File: src/rtl/seq_mult8_pkg.sv
// Shared definitions for the sequential 8x8 shift-and-add multiplier:
// FSM state encodings, operand/counter widths and the partial-product select.
package seq_mult8_pkg;

  localparam int N     = 8;
  localparam int CNT_W = 3;

  typedef enum logic [1:0] {
    ST_IDLE = 2'd0,
    ST_RUN  = 2'd1,
    ST_DONE = 2'd2
  } state_t;

  // Partial-product row for the current multiplier bit.
  function automatic logic [N-1:0] pp_addend(input logic q_lsb, input logic [N-1:0] m);
    pp_addend = q_lsb ? m : 8'h00;
  endfunction

endpackage

File: src/rtl/full_adder8b.sv
// 8-bit ripple-carry adder built from a chain of single-bit full adders.
module full_adder8b (
  input  logic [7:0] a_i,
  input  logic [7:0] b_i,
  input  logic       cin_i,
  output logic [7:0] sum_o,
  output logic       cout_o
);

  logic carry;

  // Ripple the carry from bit 0 up to bit 7.
  always_comb begin
    carry = cin_i;
    sum_o = 8'h00;
    for (int i = 0; i < 8; i++) begin
      sum_o[i] = a_i[i] ^ b_i[i] ^ carry;
      carry    = (a_i[i] & b_i[i]) | (carry & (a_i[i] ^ b_i[i]));
    end
    cout_o = carry;
  end

endmodule

File: src/rtl/seq_mult8.sv
// Sequential 8x8 unsigned shift-and-add multiplier: one adder pass per
// multiplier bit, 16-bit product published with a one-cycle done pulse.
module seq_mult8
  import seq_mult8_pkg::*;
(
  input  logic        clk,
  input  logic        rst_n,
  input  logic        start,
  input  logic [7:0]  A,
  input  logic [7:0]  B,
  output logic [15:0] P,
  output logic        busy,
  output logic        done
);

  state_t           state_q;
  logic [N-1:0]     acc_q;
  logic [N-1:0]     q_q;
  logic [N-1:0]     m_q;
  logic [CNT_W-1:0] count_q;
  logic [15:0]      p_q;
  logic             busy_q;
  logic             done_q;

  logic [N-1:0]     addend_s;
  logic [N-1:0]     sum_s;
  logic             cout_s;
  logic [15:0]      shifted_s;

  assign addend_s  = pp_addend(q_q[0], m_q);
  // The adder carry becomes the new top bit of the accumulator after the shift.
  assign shifted_s = {cout_s, sum_s, q_q[N-1:1]};

  full_adder8b u_adder (
    .a_i    (acc_q),
    .b_i    (addend_s),
    .cin_i  (1'b0),
    .sum_o  (sum_s),
    .cout_o (cout_s)
  );

  // Control FSM, iteration datapath and registered outputs.
  always_ff @(posedge clk or negedge rst_n) begin
    if (!rst_n) begin
      state_q <= ST_IDLE;
      acc_q   <= 8'h00;
      q_q     <= 8'h00;
      m_q     <= 8'h00;
      count_q <= 3'd0;
      p_q     <= 16'h0000;
      busy_q  <= 1'b0;
      done_q  <= 1'b0;
    end else begin
      case (state_q)
        ST_IDLE: begin
          done_q <= 1'b0;
          if (start) begin
            m_q     <= A;
            q_q     <= B;
            acc_q   <= 8'h00;
            count_q <= 3'd0;
            state_q <= ST_RUN;
            busy_q  <= 1'b1;
          end else begin
            state_q <= ST_IDLE;
            busy_q  <= 1'b0;
          end
        end
        ST_RUN: begin
          {acc_q, q_q} <= shifted_s;
          count_q      <= count_q + 3'd1;
          if (count_q == CNT_W'(N - 1)) begin
            p_q     <= shifted_s;
            state_q <= ST_DONE;
            busy_q  <= 1'b0;
            done_q  <= 1'b1;
          end else begin
            state_q <= ST_RUN;
            busy_q  <= 1'b1;
            done_q  <= 1'b0;
          end
        end
        ST_DONE: begin
          state_q <= ST_IDLE;
          busy_q  <= 1'b0;
          done_q  <= 1'b0;
        end
        default: begin
          state_q <= ST_IDLE;
          busy_q  <= 1'b0;
          done_q  <= 1'b0;
        end
      endcase
    end
  end

  assign P    = p_q;
  assign busy = busy_q;
  assign done = done_q;

endmodule

File: config.mk
export PLATFORM = sky130hd
export DESIGN_NAME = seq_mult8
export DESIGN_NICKNAME = d
export VERILOG_FILES = /design/src/rtl/seq_mult8_pkg.sv /design/src/rtl/full_adder8b.sv /design/src/rtl/seq_mult8.sv
export SDC_FILE = /design/constraint.sdc
export NUM_CORES = 1
export LEC_CHECK = 0
export BUFFER_PORTS_ARGS = -buffer_cell sky130_fd_sc_hd__buf_2
export CORE_MARGIN = 2
export CORE_UTILIZATION = 54
export DETAILED_ROUTE_END_ITERATION = 16
export GPL_ROUTABILITY_DRIVEN = 0
export GPL_TIMING_DRIVEN = 0
export PLACE_DENSITY = 0.88
export SLEW_MARGIN = 5
export SYNTH_ARGS = -nofsm -noshare
export SYNTH_HDL_FRONTEND = slang
export SYNTH_SLANG_ARGS = --single-unit
File: constraint.sdc
create_clock -name clk -period 5.1 [get_ports clk]
set_input_delay 0.765 -clock clk [delete_from_list [all_inputs] [get_ports clk]]
set_output_delay 0.765 -clock clk [all_outputs]
set_load 0.005 [all_outputs]
; Yosys cells after proc, flatten, opt, wreduce, memory -nomap -nowiden
; Cells that the tools add are included.
[op_classes]
addsub = 1
muxes = 15
n_bitwise = 37
multipliers = 0
shift = 0
div_mod_pow = 0
reduce_logical = 5
eq_ne = 3
magnitude_cmp = 0
[ops]
columns = cell, count
row1 = $pmux W8 S2, 2
row2 = $mux W8, 3
row3 = $and A1 B1 Y1, 15
row4 = $xor A1 B1 Y1, 15
row5 = $or A1 B1 Y1, 7
row6 = $pmux W3 S2, 1
row7 = $reduce_and A2 Y1, 3
row8 = $mux W1, 5
row9 = $pmux W2 S2, 1
row10 = $add A3 B1 Y3 const B, 1
row11 = $eq A3 B3 Y1 const B, 1
row12 = $mux W3, 1
row13 = $eq A2 B1 Y1 const B, 1
row14 = $logic_not A2 Y1, 1
row15 = $mux W2, 1
row16 = $ne A2 B2 Y1 const B, 1
row17 = $pmux W1 S2, 1
row18 = $reduce_bool A2 Y1, 1
[word_totals]
latch_bits = 0
mem_bits_ro = 0
register_bits = 47
out_inout_bits = 18
word_cells = 69
ram_bits = 0
memories = 0

; Depth between registers and ports, before layout
[logic_depth]
depth_word = 17
depth_mapped = 12
ltp_nobuf = 11

; Cells and area by module
; A second synthesis with hierarchy kept.
[hier_totals]
hier_cells = 145
hier_area_um2 = 2118.3
[by_module_without_submodules]
columns = mod, area_each_um2, instances, cells_each, seq_area_each_um2
row1 = seq_mult8, 1920.6, 1, 127, 1151.1
row2 = full_adder8b, 197.7, 1, 18, 0.0

; Worst setup path before layout
; Ideal clock, no wire load.
[synth_timing]
path_type = register to register
from = register q_q[0]
to = register p_q[14], in the netlist P[14]
path_slack_ns = 1.294
setup_ns = 0.131
path_buffers = 1
arrival_ns = 3.675
stages_incl_launch_ff = 13
t_required_ns = 4.969
cell_sequence = dfrtp_1 clkbuf_1 and2_1 ha_1 inv_1 fa_1 fa_1 fa_1 fa_1 fa_1 fa_1 fa_1 o21ai_0
[synth_between]
elab_chain_len = 15
[synth_lines]
columns = element, line_no
row1 = "start, declared", seq_mult8.sv:18  ; logic [N-1:0] q_q;
row2 = "start signal, assigned", seq_mult8.sv:70  ; {acc_q, q_q} <= shifted_s;
row3 = $mux W8 *, seq_mult8_pkg.sv:16  ; pp_addend = q_lsb ? m : 8'h00;
row4 = $and A1 B1 Y1 or $xor A1 B1 Y1 (tied branches), full_adder8b.sv:18  ; carry = (a_i[i] & b_i[i]) | (carry & (a_i[i] ^ b_i[i]));
row5 = $and A1 B1 Y1, full_adder8b.sv:18
row6 = $or A1 B1 Y1, full_adder8b.sv:18
row7 = $and A1 B1 Y1, full_adder8b.sv:18
row8 = $or A1 B1 Y1, full_adder8b.sv:18
row9 = $and A1 B1 Y1, full_adder8b.sv:18
row10 = $or A1 B1 Y1, full_adder8b.sv:18
row11 = $and A1 B1 Y1, full_adder8b.sv:18
row12 = $or A1 B1 Y1, full_adder8b.sv:18
row13 = $and A1 B1 Y1, full_adder8b.sv:18
row14 = $or A1 B1 Y1, full_adder8b.sv:18
row15 = $and A1 B1 Y1, full_adder8b.sv:18
row16 = $or A1 B1 Y1, full_adder8b.sv:18
row17 = $xor A1 B1 Y1 *, full_adder8b.sv:17  ; sum_o[i] = a_i[i] ^ b_i[i] ^ carry;
row18 = "end signal, assigned", seq_mult8.sv:73  ; p_q <= shifted_s;
row19 = "end, declared", seq_mult8.sv:21  ; logic [15:0] p_q;
; Every way passes the cells marked *; elsewhere a longest branch is shown, timed or not.
; A chain may end at the register's enable or synchronous reset.

; Worst setup path in the final report
[layout_timing]
from = register q_q[0]
to = register acc_q[6]
[layout_between]
elab_chain_len = 16
[layout_lines]
columns = element, line_no
row1 = $mux W8 *, seq_mult8_pkg.sv:16
row2 = $and A1 B1 Y1 or $xor A1 B1 Y1 (tied branches), full_adder8b.sv:18
row3 = $and A1 B1 Y1, full_adder8b.sv:18
row4 = $or A1 B1 Y1, full_adder8b.sv:18
row5 = $and A1 B1 Y1, full_adder8b.sv:18
row6 = $or A1 B1 Y1, full_adder8b.sv:18
row7 = $and A1 B1 Y1, full_adder8b.sv:18
row8 = $or A1 B1 Y1, full_adder8b.sv:18
row9 = $and A1 B1 Y1, full_adder8b.sv:18
row10 = $or A1 B1 Y1, full_adder8b.sv:18
row11 = $and A1 B1 Y1, full_adder8b.sv:18
row12 = $or A1 B1 Y1, full_adder8b.sv:18
row13 = $and A1 B1 Y1, full_adder8b.sv:18
row14 = $or A1 B1 Y1, full_adder8b.sv:18
row15 = $xor A1 B1 Y1 *, full_adder8b.sv:17
row16 = $pmux W8 S2 *, seq_mult8.sv:54  ; case (state_q)
row17 = "end signal, assigned", seq_mult8.sv:70
row18 = "end, declared", seq_mult8.sv:17  ; logic [N-1:0] acc_q;
; Marks and branches as above.

==> summary by stage <==
Cells and area
At the end of the flow the core is filled with cells to 65.34%. The multi-input logic area is 759.5 um2. The total area of sequential cells is 1151 um2. Fill cells in the final layout number 271. The share of layout cells above drive strength 1 is 30.84%.

Compared with the post-synthesis result, the final layout area differs by 17.47%. The final design instance area without fill is 2356 um2. 0 antenna diodes ended up in the layout. In the layout the commonest cells are sky130_fd_sc_hd__dfrtp_1 (46), sky130_fd_sc_hd__buf_2 (39), sky130_fd_sc_hd__nand2_1 (24), sky130_fd_sc_hd__o21ai_0 (18).

The library cell used most frequently in the layout, excluding fill and tap cells, is sky130_fd_sc_hd__dfrtp_1. At the end of the flow, the number of nets in the layout was 242.

STA
The clock arrives with 0.007343 ns of skew. Setup repair after global routing left no endpoint under its margin. The max-slew violation count is 0. The total setup violations reported at the end of the flow is 0. For the pin with the worst max-slew slack, the measured transition is 0.9733 ns.

The time the final worst path needs with I/O delays and setup is 4.072 ns. Setup slack on the critical path of the routed design comes to 1.028 ns. The final number of hold-violating endpoints is 0.

The total negative slack is 0 ns. Timing would allow up to 0.2456 GHz. The period utilization is 79.84%.

The relative slew slack is 35.11%.

Yosys
Summing the areas of all and, or, nand and nor instances in the mapped netlist gives 7.424% of the synthesized area. The post-synthesis share of cell area spent on xor and xnor gates is 0%. The mux contribution to synthesized area is 9.482%. After synthesis, the cell types taking the most area are sky130_fd_sc_hd__dfrtp_1 (57%), sky130_fd_sc_hd__mux2_2 (7.9%), sky130_fd_sc_hd__fa_1 (7.0%), sky130_fd_sc_hd__o21ai_0 (4.5%), sky130_fd_sc_hd__nand2_1 (4.5%). Counting flops with an async set or reset pin after synthesis yields a share of 100.0%. The dominant synthesized flop cell is sky130_fd_sc_hd__dfrtp_1. In the synthesized netlist, the number of instances is 170. The count of state elements after synthesis is 46. The combinational family with the most area after synthesis is compound AO/OA/AOI/OAI gates. The synthesized netlist net count is 199. The share of the Yosys chip area taken by registers is 57.39%. Yosys mapped the design onto 24 distinct sky130hd cell types.

A synthesized cell averages 11.80 um2. After synthesis the cells add up to 2006 um2. After Yosys synthesis, full adders, half adders and majority gates account for 8.858% of the synthesized area. The synthesis warning total is 0.

Summing the areas of all compound-gate instances in the mapped netlist gives 12.10% of the synthesized area. The share of Yosys cell area claimed by the top area cell type is 57.39%. The number of synthesized flops with an enable pin is 0.

The cell accounting for the most synthesized area is sky130_fd_sc_hd__dfrtp_1.

Floorplanning
In this run the horizontal extent of the chip is 64.95 um. The floorplan step defined a core boundary enclosing 3606 um2. For this design the top-level I/O count stands at 37. The vertical extent of the die is 64.95 um. For this configuration, the core starts out at a cell density of 55.62%. The number of rows in the core area is 22. The area enclosed by the die boundary is 4218 um2.

Clocking
After clock tree synthesis, the clock-pin slew on the worst setup and hold paths is 0.08 ns. The CTS tree is done. Post-CTS timing repair inserted 0 buffers for setup. The clock sink count is 46. The number of gates resized after cts is 0. Clock latency on the worst-skew pair, taken at its later pin, is 0.30 ns.

For this design, the CTS-stage hold fixing added 0 buffers. The longest clock path from root to sink contains 2 buffers. The level count of the clock H-tree is 2. The tree is rooted in a sky130_fd_sc_hd__clkbuf_8. Clock tree synthesis inserted a total of 5 buffers.

Global routing
The via count of the first global-routing pass is 1396. Global routing consumed, over all layers together, 20.80% of the routing resources. The initial antenna violation count is 0.

Global routing finished with a remaining overflow of 0. The global-route wire length before repair is 6499 um. Entering global routing, the biggest net connects 47 pins.

Critical path
Data on the critical path arrives at its endpoint at 4.29 ns. The kind of end point of the critical path is a register. The setup path with the least slack is of type register to register. Along the worst path, the maximum fanout reaches 9. Data on the critical path is required at its endpoint by 5.32 ns.

The startpoint identified for the worst register-to-register timing path is q_q[0]$_DFFE_PN0P_. The reg-to-reg setup timing slack is 1.03 ns. The terminus of the critical flop-to-flop path is acc_q[6]$_DFFE_PN0P_. The launching element type of the critical path is a register. For the worst flop-to-flop path, the logic depth is 12.

Detailed routing
The remaining antenna violation count is 0. The first TritonRoute pass finished after 4 iterations. After detailed routing, the average wire length per cell comes to 13.98 um. In the routed design, unresolved DRC markers number 0. In the routed layout, each cell is associated on average with a via count of 5.412. After the first detailed-routing iteration, the DRC count stood at 88.

After detailed routing, the total wire length is 3664 um. The via count is 1418.

Pwr
The analysis attributes to cell leakage a power of 0.001106 uW. The worst IR drop on VDD is 290.0 uV. For this design the ratio of total power to cell area is 642.1 nW/um2.

Place
The quantity of I/O buffers inserted on ports is 36. Summed over all nets, the half-perimeter wirelength after detailed placement is 2573 um. The worst-case setup slack after placement is 1.003 ns. The total cell area at the placement stage is 2246 um2.

Worst hold path
The origin of the worst min-delay path is P[10]$_DFFE_PN0P_. The number of cells traversed by the worst hold path is 2. In this run the worst hold path is classified as register to register. The path with the worst hold slack has its endpoint at P[10]$_DFFE_PN0P_.

Job
Across the run, the number of max-cap violations was 0.

Run status
The flow ran to the end, and the final reports show no timing, DRC or antenna violations.
[state kept, by name, indices dropped and copies added, names as in the netlist]
signal	flops
state_q	2
m_q	8
done	1
P	16
count_q	3
acc_q	8
q_q	8
[worst max-delay path, stage by stage (launching register included)]
cell	delay, ns
sky130_fd_sc_hd__dfrtp_1	0.32
sky130_fd_sc_hd__clkbuf_1	0.30
sky130_fd_sc_hd__and2_1	0.19
sky130_fd_sc_hd__ha_1	0.13
sky130_fd_sc_hd__inv_1	0.04
sky130_fd_sc_hd__fa_1	0.37
sky130_fd_sc_hd__fa_1	0.40
sky130_fd_sc_hd__fa_1	0.39
sky130_fd_sc_hd__fa_1	0.39
sky130_fd_sc_hd__fa_1	0.39
sky130_fd_sc_hd__fa_1	0.39
sky130_fd_sc_hd__fa_1	0.48
sky130_fd_sc_hd__o21ai_0	0.20
[worst max-delay path by stage]
stage | startpoint | end | slack (ns) | depth (start not counted)
2_1_floorplan | q_q[0]$_DFFE_PN0P_ | P[14]$_DFFE_PN0P_ | 1.29 | 12
3_3_place_gp | q_q[0]$_DFFE_PN0P_ | P[14]$_DFFE_PN0P_ | 1.09 | 12
3_5_place_dp | q_q[0]$_DFFE_PN0P_ | acc_q[6]$_DFFE_PN0P_ | 1.00 | 12
4_1_cts | q_q[0]$_DFFE_PN0P_ | acc_q[6]$_DFFE_PN0P_ | 1.0 | 12
5_1_grt | q_q[0]$_DFFE_PN0P_ | acc_q[6]$_DFFE_PN0P_ | 0.81 | 12
6_report | q_q[0]$_DFFE_PN0P_ | acc_q[6]$_DFFE_PN0P_ | 1.03 | 12
[layout make-up]
| type | instances | area share [%] |
|---|---|---|
| clock buffers | 8 | 4.673 |
| multi-input cells | 102 | 32.24 |
| inverters | 14 | 2.230 |
| repair buffers | 36 | 7.647 |
| well taps | 48 | 2.549 |
| flip-flops and latches | 46 | 48.86 |
| plain buffers | 8 | 1.806 |
[synthesized netlist by cell type, types with 2 or more instances]
library cell                n
sky130_fd_sc_hd__nand2_1   24
sky130_fd_sc_hd__dfrtp_1   46
sky130_fd_sc_hd__a22o_1     2
sky130_fd_sc_hd__ha_1       3
sky130_fd_sc_hd__mux2_2    14
sky130_fd_sc_hd__inv_1     13
sky130_fd_sc_hd__nor2_1     2
sky130_fd_sc_hd__buf_2      3
sky130_fd_sc_hd__o22ai_1   14
sky130_fd_sc_hd__a21oi_1    8
sky130_fd_sc_hd__nand2b_1   2
sky130_fd_sc_hd__fa_1       7
sky130_fd_sc_hd__mux2_1     2
sky130_fd_sc_hd__clkbuf_1   3
sky130_fd_sc_hd__o21ai_0   18
[per-stage QoR]
step                total power, uW  std cells  hold slack (ns)
finish                         1513        262           0.4763
global route                   1654        262           0.4947
CTS                            1525        262           0.4856
detailed placement             1267        254           0.4670
global placement               1225        254           0.4570
floorplan                      1052        170           0.4498
[report_power, final]
part / internal, uW / leakage, uW / switching (uW)
clock: 137 / 0.0000575 / 120
combinational: 295 / 0.000498 / 315
sequential: 541 / 0.000551 / 106
[layer usage]
layer	vias to the layer above	global-route usage [%]	wire length, um
met5	-	0	0
met4	0	9.840	80
met3	7	5.382	147
met2	39	32.35	1829
met1	704	27.37	1606
li1	668	-	-
[cell families (layout without fill, tap and decap cells)]
kind of cell / count (synthesis) / after routing
compound gates: 43 / 43
fa+ha+maj: 10 / 10
buf+inv: 22 / 66
flops: 46 / 46
mux: 17 / 17
simple gates: 32 / 32
Note: power is estimated with default switching activity, not from simulation.
